==> config.mk <==
export PLATFORM = sky130hd
export DESIGN_NAME = bnn_param_loader_flat
export DESIGN_NICKNAME = d
export VERILOG_FILES = /design/src/rtl/bnn_param_loader_if.sv /design/src/rtl/bnn_param_loader.sv /design/src/flat_wrapper.sv
export SDC_FILE = /design/constraint.sdc
export NUM_CORES = 1
export LEC_CHECK = 0
export BUFFER_PORTS_ARGS = -buffer_cell sky130_fd_sc_hd__buf_2
export CAP_MARGIN = 40
export CORE_ASPECT_RATIO = 0.8
export CORE_UTILIZATION = 55
export DETAILED_ROUTE_END_ITERATION = 10
export PLACE_DENSITY_LB_ADDON = 0.2
export SLEW_MARGIN = 20
export SYNTH_ARGS = -nofsm -noshare
export SYNTH_HDL_FRONTEND = slang
export SYNTH_SLANG_ARGS = --single-unit
==> constraint.sdc <==
create_clock -name clk -period 4.4 [get_ports clk]
set_clock_uncertainty 0.2 [all_clocks]
set_input_delay 0.22 -clock clk [delete_from_list [all_inputs] [get_ports clk]]
set_output_delay 0.22 -clock clk [all_outputs]
set_load 0.02 [all_outputs]
==> src/rtl/bnn_param_loader_if.sv <==
// Byte handshake, serial chain drive and readback signals of the BNN parameter loader.
// The master side is the host plus the neuron chain; the slave side is the loader.
interface bnn_param_loader_if;
  logic       start;
  logic [7:0] data_in;
  logic       data_valid;
  logic       data_ready;
  logic       setup;
  logic       param_in;
  logic       param_out;
  logic [7:0] rd_data;
  logic       rd_valid;
  logic       busy;
  logic       done;

  modport master (
    output start, data_in, data_valid, param_out,
    input  data_ready, setup, param_in, rd_data, rd_valid, busy, done
  );

  modport slave (
    input  start, data_in, data_valid, param_out,
    output data_ready, setup, param_in, rd_data, rd_valid, busy, done
  );
endinterface

==> src/rtl/bnn_param_loader.sv <==
// Serial transmitter for the neuron weight+bias chain: bytes in, MSB-first bits out,
// with the displaced chain contents returned as a readback byte stream.
module bnn_param_loader #(
  parameter int NEURONS   = 4,
  parameter int INPUTS    = 8,
  parameter int BIAS_BITS = 3
) (
  input  logic               clk,
  input  logic               rst_n,
  bnn_param_loader_if.slave  bus
);

  localparam int CHAIN_LEN = NEURONS * (INPUTS + BIAS_BITS);
  localparam int LW        = $clog2(CHAIN_LEN + 1);
  localparam logic [LW-1:0] CHAIN_LEN_L = LW'(CHAIN_LEN);
  localparam logic [LW-1:0] BYTE_BITS_L = LW'(8);

  typedef enum logic [2:0] {
    S_IDLE      = 3'd0,
    S_WAIT_BYTE = 3'd1,
    S_SHIFT     = 3'd2,
    S_FLUSH     = 3'd3,
    S_DONE      = 3'd4
  } state_e;

  state_e        state_q, state_d;
  logic [LW-1:0] bits_left_q, bits_left_d;
  logic [3:0]    nbits_q, nbits_d;
  logic [2:0]    bit_cnt_q, bit_cnt_d;
  logic [7:0]    tx_sh_q, tx_sh_d;
  logic [7:0]    rx_sh_q, rx_sh_d;
  logic [2:0]    rx_cnt_q, rx_cnt_d;
  logic [7:0]    rd_data_q, rd_data_d;
  logic          rd_valid_q, rd_valid_d;
  logic          setup_q;
  logic          param_in_q;
  logic          data_ready_q;
  logic          busy_q;
  logic          done_q;
  logic          accept_s;
  logic          last_bit_s;

  // Next-state, byte/bit bookkeeping and readback capture
  always_comb begin
    state_d     = state_q;
    bits_left_d = bits_left_q;
    nbits_d     = nbits_q;
    bit_cnt_d   = bit_cnt_q;
    tx_sh_d     = tx_sh_q;
    rx_sh_d     = rx_sh_q;
    rx_cnt_d    = rx_cnt_q;
    rd_data_d   = rd_data_q;
    rd_valid_d  = 1'b0;
    accept_s    = bus.data_valid & data_ready_q;
    last_bit_s  = ({1'b0, bit_cnt_q} == (nbits_q - 4'd1));

    // The chain moves on every setup edge, so the tail bit seen now is the one being lost.
    if (setup_q) begin
      rx_sh_d  = {rx_sh_q[6:0], bus.param_out};
      rx_cnt_d = rx_cnt_q + 3'd1;
      if (rx_cnt_q == 3'd7) begin
        rd_data_d  = {rx_sh_q[6:0], bus.param_out};
        rd_valid_d = 1'b1;
      end else begin
        rd_valid_d = 1'b0;
      end
    end else begin
      rx_sh_d  = rx_sh_q;
      rx_cnt_d = rx_cnt_q;
    end

    case (state_q)
      S_IDLE: begin
        if (bus.start) begin
          state_d     = S_WAIT_BYTE;
          bits_left_d = CHAIN_LEN_L;
          rx_sh_d     = 8'h00;
          rx_cnt_d    = 3'd0;
        end else begin
          state_d = S_IDLE;
        end
      end
      S_WAIT_BYTE: begin
        if (accept_s) begin
          tx_sh_d   = bus.data_in;
          bit_cnt_d = 3'd0;
          nbits_d   = (bits_left_q >= BYTE_BITS_L) ? 4'd8 : 4'(bits_left_q);
          state_d   = S_SHIFT;
        end else begin
          state_d = S_WAIT_BYTE;
        end
      end
      S_SHIFT: begin
        tx_sh_d   = {tx_sh_q[6:0], 1'b0};
        bit_cnt_d = bit_cnt_q + 3'd1;
        if (last_bit_s) begin
          bits_left_d = bits_left_q - LW'(nbits_q);
          state_d     = (bits_left_q == LW'(nbits_q)) ? S_FLUSH : S_WAIT_BYTE;
        end else begin
          state_d = S_SHIFT;
        end
      end
      S_FLUSH: begin
        // A chain length that is not a byte multiple leaves a partial byte, sent left-justified.
        if (rx_cnt_q != 3'd0) begin
          rd_data_d  = rx_sh_q << (4'd8 - {1'b0, rx_cnt_q});
          rd_valid_d = 1'b1;
        end else begin
          rd_valid_d = 1'b0;
        end
        rx_cnt_d = 3'd0;
        state_d  = S_DONE;
      end
      S_DONE: begin
        state_d = S_IDLE;
      end
      default: begin
        state_d = S_IDLE;
      end
    endcase
  end

  // State and registered outputs, the latter derived from the upcoming state
  always_ff @(posedge clk or negedge rst_n) begin
    if (!rst_n) begin
      state_q      <= S_IDLE;
      bits_left_q  <= '0;
      nbits_q      <= 4'd0;
      bit_cnt_q    <= 3'd0;
      tx_sh_q      <= 8'h00;
      rx_sh_q      <= 8'h00;
      rx_cnt_q     <= 3'd0;
      rd_data_q    <= 8'h00;
      rd_valid_q   <= 1'b0;
      setup_q      <= 1'b0;
      param_in_q   <= 1'b0;
      data_ready_q <= 1'b0;
      busy_q       <= 1'b0;
      done_q       <= 1'b0;
    end else begin
      state_q      <= state_d;
      bits_left_q  <= bits_left_d;
      nbits_q      <= nbits_d;
      bit_cnt_q    <= bit_cnt_d;
      tx_sh_q      <= tx_sh_d;
      rx_sh_q      <= rx_sh_d;
      rx_cnt_q     <= rx_cnt_d;
      rd_data_q    <= rd_data_d;
      rd_valid_q   <= rd_valid_d;
      setup_q      <= (state_d == S_SHIFT);
      param_in_q   <= (state_d == S_SHIFT) ? tx_sh_d[7] : 1'b0;
      data_ready_q <= (state_d == S_WAIT_BYTE);
      busy_q       <= (state_d == S_WAIT_BYTE) || (state_d == S_SHIFT) ||
                      (state_d == S_FLUSH);
      done_q       <= (state_d == S_DONE);
    end
  end

  assign bus.setup      = setup_q;
  assign bus.param_in   = param_in_q;
  assign bus.data_ready = data_ready_q;
  assign bus.rd_data    = rd_data_q;
  assign bus.rd_valid   = rd_valid_q;
  assign bus.busy       = busy_q;
  assign bus.done       = done_q;

endmodule

==> src/flat_wrapper.sv <==
// flat-port wrapper written by rule: the top's interface ports become plain ports
module bnn_param_loader_flat 
#(
  parameter int NEURONS   = 4,
  parameter int INPUTS    = 8,
  parameter int BIAS_BITS = 3
)
  (clk, rst_n, bus_start, bus_data_in, bus_data_valid, bus_param_out, bus_data_ready, bus_setup, bus_param_in, bus_rd_data, bus_rd_valid, bus_busy, bus_done);
  bnn_param_loader_if bus_i ();
  input  logic clk;
  input  logic rst_n;
  input wire logic [$bits(bus_i.start)-1:0] bus_start;
  input wire logic [$bits(bus_i.data_in)-1:0] bus_data_in;
  input wire logic [$bits(bus_i.data_valid)-1:0] bus_data_valid;
  input wire logic [$bits(bus_i.param_out)-1:0] bus_param_out;
  output wire logic [$bits(bus_i.data_ready)-1:0] bus_data_ready;
  output wire logic [$bits(bus_i.setup)-1:0] bus_setup;
  output wire logic [$bits(bus_i.param_in)-1:0] bus_param_in;
  output wire logic [$bits(bus_i.rd_data)-1:0] bus_rd_data;
  output wire logic [$bits(bus_i.rd_valid)-1:0] bus_rd_valid;
  output wire logic [$bits(bus_i.busy)-1:0] bus_busy;
  output wire logic [$bits(bus_i.done)-1:0] bus_done;
  assign bus_i.start = bus_start;
  assign bus_i.data_in = bus_data_in;
  assign bus_i.data_valid = bus_data_valid;
  assign bus_i.param_out = bus_param_out;
  assign bus_data_ready = bus_i.data_ready;
  assign bus_setup = bus_i.setup;
  assign bus_param_in = bus_i.param_in;
  assign bus_rd_data = bus_i.rd_data;
  assign bus_rd_valid = bus_i.rd_valid;
  assign bus_busy = bus_i.busy;
  assign bus_done = bus_i.done;
  bnn_param_loader #(.NEURONS(NEURONS), .INPUTS(INPUTS), .BIAS_BITS(BIAS_BITS)) u_core (.clk(clk), .rst_n(rst_n), .bus(bus_i));
endmodule
==> results of run 1 <==
==> cell usage after synthesis (3+ instances only) <==
cell type	n
a21oi_1	7
nand3_1	5
buf_2	6
clkbuf_1	5
o22ai_1	6
mux2i_1	24
nand2_1	24
xnor2_1	3
nor3_1	6
a31oi_1	3
nor2_1	25
nor2b_1	4
ha_1	10
dfrtp_1	48
a22oi_1	7
o21ai_0	11
inv_1	11
==> registers in the layout (all words and copies together) (netlist names), 3 cells and up <==
| name | cells |
|---|---|
| u_core.bit_cnt_q | 3 |
| u_core.bits_left_q | 6 |
| u_core.nbits_q | 4 |
| u_core.rx_cnt_q | 3 |
| u_core.bus.rd_data | 8 |
| u_core.tx_sh_q | 7 |
| u_core.state_q | 3 |
| u_core.rx_sh_q | 8 |
==> critical path, cell delays in order, from the launching register on <==
cell and delay [ps]:
dfrtp_1 710, inv_1 100, ha_1 220, ha_1 180
nor2_1 570, o311ai_1 350, o32ai_1 370
==> power groups by stage <==
stage / Clock [mW] / Sequential [mW] / Combinational, mW
3_3_place_gp: 0 / 0.640 / 0.454
5_1_grt: 0.340 / 0.650 / 0.531
3_5_place_dp: 0 / 0.641 / 0.464
6_report: 0.310 / 0.634 / 0.474
4_1_cts: 0.321 / 0.633 / 0.474
2_1_floorplan: 0 / 0.639 / 0.343
==> final cells by class <==
class                      count  area share [%]
inverter                      12            1.56
clock inverter                 2            1.21
multi-input combinational    172            41.8
sequential                    48            41.6
timing repair buffer          38            8.92
clock buffer                   6            2.51
tap                           57            2.47
==> what timing repair did <==
action / 4_1_cts / 5_1_grt
hold endpoints to repair: 26 / 0
setup endpoints to repair: 0 / 0
hold buffers: 10 / 0
==> per-stage QoR <==
step	instance area (sq um)	hold WS [ps]	cells	setup slack, ps
after CTS	2890	187	335	1670
after detailed placement	2680	-16.6	317	1720
after global placement	2660	223	316	1850
final	2890	183	335	1580
after global routing	2890	211	335	1420
after floorplan	2510	-276	244	2340
==> how the worst min path moves through the flow <==
| stage | cells past startpoint | slack, ps | endpoint | startpoint |
|---|---|---|---|---|
| detailed placement | 1 | -20 | u_core.nbits_q[3] | rst_n |
| finish | 2 | 180 | u_core.nbits_q[3] | rst_n |
| floorplan | 0 | -280 | u_core.bit_cnt_q[0] | rst_n |
| global route | 4 | 210 | u_core.bits_left_q[0] | bus_start |
| global placement | 3 | 220 | u_core.tx_sh_q[0] | bus_data_in[0] |
| CTS | 2 | 190 | u_core.nbits_q[3] | rst_n |
==> placed cells by master (no fill, tap or decap), types with 4 or more instances in the layout <==
master,netlist,routed
nor3_1,6,6
a22oi_1,7,7
o22ai_1,6,6
a21oi_1,7,7
inv_1,11,11
dfrtp_1,48,48
buf_2,6,26
ha_1,10,10
clkbuf_8,0,5
nand3_1,5,5
nor2_1,25,25
dlygate4sd3_1,0,10
nand2_1,24,24
mux2i_1,24,24
o21ai_0,11,11
nor2b_1,4,4
==> routing by layer <==
layer | track usage (%) | vias up
met2 | 33.8 | 46
met1 | 36.5 | 923
met3 | 5.55 | 4
li1 | - | 929
met5 | 0 | -
met4 | 4.95 | 0
==> cells by family (layout without fill, tap and decap cells) <==
family | after synthesis | in the layout
adders and majority gates | 11 | 11
xor gates and xnor gates | 5 | 5
AOI/OAI and AO/OA | 50 | 50
and+or+nand+nor | 79 | 79
DFF | 48 | 48
buffers and inverters | 24 | 58
muxes | 27 | 27
==> results.sh, run 1 <==
export IMPL_end_kind="flip-flop"
export IMPL_synthesis_nets=268
export IMPL_fin_crit_sh_pct=64.0
export IMPL_htreeDepth=2
export IMPL_root_buffer="clkbuf_8"
export IMPL_die_w_microns=77.6
export IMPL_synthXorXnorAreaFrac_pct=1.74
export IMPL_synthMuxAreaShare_pct=11.3
export IMPL_reg2reg_from="u_core.rx_cnt_q[0]"
export IMPL_synth_top_area_cell="dfrtp_1"
export IMPL_arrival_ps=2800
export IMPL_post_cts_repair_setup_buffers=0
export IMPL_core_sq_mm=0.00428
export IMPL_drive_gt1_share_pct=16.5
export IMPL_cts_resized=0
export IMPL_grt_start_max_net_pins=32
export IMPL_timing_reg2reg_setup_slack_ps=1580
export IMPL_start_util_pct=58.7
export IMPL_crit_start="u_core.rx_cnt_q[0]"
export IMPL_finalHoldViolCount=0
export IMPL_wl_met1_microns=2690
export IMPL_top_layer="met4"
export IMPL_netlist_top_cells_area="dfrtp_1 48%, mux2i_1 9.6%, ha_1 5.0%"
export IMPL_swShare_pct=36.8
export IMPL_multi_input_area_sq_mm=0.00121
export IMPL_path_max_fanout=15
export IMPL_antenna_cells=0
export IMPL_drt_pass1_iterations=4
export IMPL_tns_ps=0
export IMPL_async_flop_share_pct=100
export IMPL_dr_wl_met2_microns=2150
export IMPL_status="finished, final reports clean"
export IMPL_dr_wl_met3_microns=188
export IMPL_portBuffers=26
export IMPL_drv_cap=0
export IMPL_slew_viol_final=0
export IMPL_yosys_most_used_dff="dfrtp_1"
export IMPL_critPathKind="flip-flop to flip-flop"
export IMPL_grt_pass1_vias=1827
export IMPL_synth_compound_area_share_pct=13.3
export IMPL_r2r_cells=6
export IMPL_synth_top_area_share_pct=47.8
export IMPL_synth_cell_types=49
export IMPL_track_usage_pct=23.7
export IMPL_synth_edf_count=0
export IMPL_dp_hpwl_microns=3480
export IMPL_avgViaCountPerCell=5.68
export IMPL_synthAdderAreaFrac_pct=5.77
export IMPL_area_delta_synth_final_pct=15.0
export IMPL_antenna_found_initial=0
export IMPL_cp_endpoint="u_core.bus.rd_data[0]"
export IMPL_post_synth_and_or_nand_nor_area_fraction_pct=15.8
export IMPL_grt_pass1_wl_microns=8910
export IMPL_drc_errors=0
export IMPL_comb_power_share_pct=33.4
export IMPL_synth_area_sq_mm=0.00251
export IMPL_clk_pin_slew_ps=80
export IMPL_fill_cells=355
export IMPL_avgSynthCellArea_sq_um=10.3
export IMPL_drt_wl_total_microns=5060
export IMPL_clkSinkCount=48
export IMPL_leakagePower_nw=1.36
export IMPL_start_kind="flip-flop"
export IMPL_synth_top_family_by_area="simple AND/OR/NAND/NOR gates"
export IMPL_setup_violations=0
export IMPL_num_vias=1902
export IMPL_synth_warnings=0
export IMPL_ios=27
export IMPL_gr_total_overflow=0
export IMPL_ys_ff_latch=48
export IMPL_netlist_instances=244
export IMPL_seq_area_frac_synth_pct=47.8
export IMPL_final_nets=301
export IMPL_cts_buffers=5
export IMPL_die_height_microns=62.5
export IMPL_die_area_sq_mm=0.00485
export IMPL_fmax_ghz=0.355
export IMPL_tightest_slew_ps=726
export IMPL_gp_congestion=0.827
export IMPL_power_density_mw_per_mm2=491
export IMPL_p_sw_mw=0.522
export IMPL_cts_tree="done"
export IMPL_rsz0062_at_grt="false"
export IMPL_vdd_drop_max_v=0.000304
export IMPL_r2r_end="u_core.bus.rd_data[0]"
export IMPL_crit_required_ps=4380
export IMPL_p_int_mw=0.897
export IMPL_p_total_mw=1.42
export IMPL_hold_path_class="input pin to asynchronous set/reset pin"
export IMPL_fin_util_pct=67.5
export IMPL_ant_nets=0
export IMPL_wire_per_inst_microns=15.1
export IMPL_clkPwrFrac_pct=21.9
export IMPL_clk_latency_ps=300
export IMPL_p_seq_share_pct=44.7
export IMPL_fin_crit_ps=2820
export IMPL_ctsLongestPathBuffers=2
export IMPL_drt_iter0_drc=110
export IMPL_seq_area_sq_mm=0.00120
export IMPL_num_rows=21
export IMPL_slew_headroom_pct=51.5
(Power assumes the default switching activity.)
==> run 2, diff against run 1 <==
--- a/config.mk
+++ b/config.mk
@@ -8,7 +8,7 @@
 export BUFFER_PORTS_ARGS = -buffer_cell sky130_fd_sc_hd__buf_2
 export CAP_MARGIN = 40
 export CORE_ASPECT_RATIO = 0.8
-export CORE_UTILIZATION = 55
+export CORE_UTILIZATION = 52
 export DETAILED_ROUTE_END_ITERATION = 10
 export PLACE_DENSITY_LB_ADDON = 0.2
 export SLEW_MARGIN = 20
==> constraint.sdc (replaced) <==
create_clock -name clk -period 2.53 [get_ports clk]
set_clock_uncertainty 0.2 [all_clocks]
set_input_delay 0.1265 -clock clk [delete_from_list [all_inputs] [get_ports clk]]
set_output_delay 0.1265 -clock clk [all_outputs]
set_load 0.02 [all_outputs]
==> results.sh, run 2 (synthesized netlist as in run 1, its figures left out) <==
export IMPL_drt_wl_total_microns=5240
export IMPL_vdd_drop_max_v=0.000526
export IMPL_end_kind="flip-flop"
export IMPL_setup_violations=0
export IMPL_clk_latency_ps=300
export IMPL_final_common_cell="dfrtp_1"
export IMPL_arrival_ps=2250
export IMPL_htreeDepth=2
export IMPL_antenna_cells=0
export IMPL_clkSinkCount=48
export IMPL_status="finished, final reports clean"
export IMPL_cts_tree="done"
export IMPL_die_height_microns=64.2
export IMPL_fin_crit_ps=2260
export IMPL_track_usage_pct=23.8
export IMPL_fmax_ghz=0.443
export IMPL_gp_congestion=0.951
export IMPL_stdcell_count=346
export IMPL_core_sq_mm=0.00462
export IMPL_wire_per_inst_microns=15.2
export IMPL_drive_gt1_share_pct=19.6
export IMPL_slew_headroom_pct=51.4
export IMPL_drv_cap=0
export IMPL_fin_crit_sh_pct=89.3
export IMPL_num_vias=1948
export IMPL_post_cts_repair_setup_buffers=0
export IMPL_cts_resized=0
export IMPL_grt_start_max_net_pins=28
export IMPL_hold_path_class="input pin to flip-flop"
export IMPL_portBuffers=26
export IMPL_ant_nets=0
export IMPL_rsz0062_at_grt="false"
export IMPL_critPathKind="flip-flop to flip-flop"
export IMPL_dp_hpwl_microns=3750
export IMPL_power_density_mw_per_mm2=841
export IMPL_place_inst=328
export IMPL_start_kind="flip-flop"
export IMPL_tightest_slew_ps=718
export IMPL_tns_ps=0
export IMPL_slew_viol_final=0
export IMPL_root_buffer="clkbuf_8"
export IMPL_path_max_fanout=11
export IMPL_crit_required_ps=2520
export IMPL_gr_total_overflow=0
export IMPL_die_area_sq_mm=0.00512
export IMPL_finalHoldViolCount=0
export IMPL_drt_pass1_iterations=5
export IMPL_fill_cells=391
export IMPL_grt_pass1_wl_microns=9270
export IMPL_drt_iter0_drc=139
export IMPL_clk_pin_slew_ps=90
export IMPL_ios=27
export IMPL_avgViaCountPerCell=5.63
export IMPL_die_w_microns=79.7
export IMPL_num_rows=22
export IMPL_start_util_pct=54.4
export IMPL_grt_pass1_vias=1916
export IMPL_ctsLongestPathBuffers=2
export IMPL_drc_errors=0
export IMPL_antenna_found_initial=0
export IMPL_final_nets=309
export IMPL_leakagePower_nw=1.40
export IMPL_final_cell_mix="48 x dfrtp_1, 26 x buf_2, 25 x nor2_1"
export IMPL_cts_buffers=5
export IMPL_area_delta_synth_final_pct=16.8
==> run 2: cell types whose count changed in the layout (fill, tap and decap cells not counted), sizes merged <==
| cell | before | now |
|---|---|---|
| bufinv | 1 | 0 |
| inv | 11 | 12 |
| buf | 28 | 36 |
==> run 2: worst paths after layout <==
check,cells past startpoint,to,slack (ps),from
min in group asynchronous,3,u_core.bits_left_q[1],130,rst_n
setup / recovery,8,u_core.bus.busy,270,u_core.nbits_q[0]
max in group asynchronous,3,u_core.bus.param_in,1710,rst_n
hold / removal,4,u_core.bits_left_q[4],110,bus_start
setup reg to reg,8,u_core.bus.busy,270,u_core.nbits_q[0]
hold reg to reg,2,u_core.tx_sh_q[6],290,u_core.tx_sh_q[6]
==> run 2: power breakdown <==
part | switching (mW) | internal, mW
sequential | 0.135 | 0.928
combinational | 0.552 | 0.368
clock | 0.264 | 0.224
total | 0.950 | 1.52
==> run 2: timing repair <==
action | CTS | global route
hold buffers | 10 | 0
endpoints found under the hold margin | 58 | 0
endpoints found under the setup margin | 0 | 0
==> run 2: area by class of cell <==
class                      instances  area (sq um)  share of cell area, %
clock buffer                       6          82.6                   2.81
clock inverter                     2          13.8                  0.469
inverter                          12          45.0                   1.53
multi-input combinational        172          1210                   41.3
sequential                        48          1200                   40.9
tap                               60          75.1                   2.56
timing repair buffer              46           305                   10.4
==> run 2: routing by layer <==
layer | up-vias | part of all wire (%) | global-route usage, %
li1 | 940 | - | -
met1 | 943 | 51 | 37.4
met2 | 60 | 42 | 33.1
met3 | 5 | 6.3 | 4.43
met4 | 0 | 0.76 | 6.47
met5 | - | 0 | 0
==> run 2: critical path, stage by stage (launching register included) <==
cell and delay [ps]:
dfrtp_1 420, inv_1 100, ha_1 210, xor2_1 150
and2_2 200, o211ai_2 130, buf_4 200, o21ai_0 240
or2_1 290
==> run 2: metrics by stage <==
stage / worst slack, ps / utilization (%) / cell area, sq um / hold slack [ps] / power [mW]
finish: 270 / 63.5 / 2940 / 111 / 2.47
global route: 138 / 63.5 / 2940 / 155 / 2.65
CTS: 282 / 63.5 / 2940 / 105 / 2.48
detailed placement: 298 / 59.3 / 2740 / -69.6 / 1.98
global placement: 391 / 59.3 / 2740 / -68.5 / 1.97
floorplan: 471 / - / 2510 / -369 / 1.71
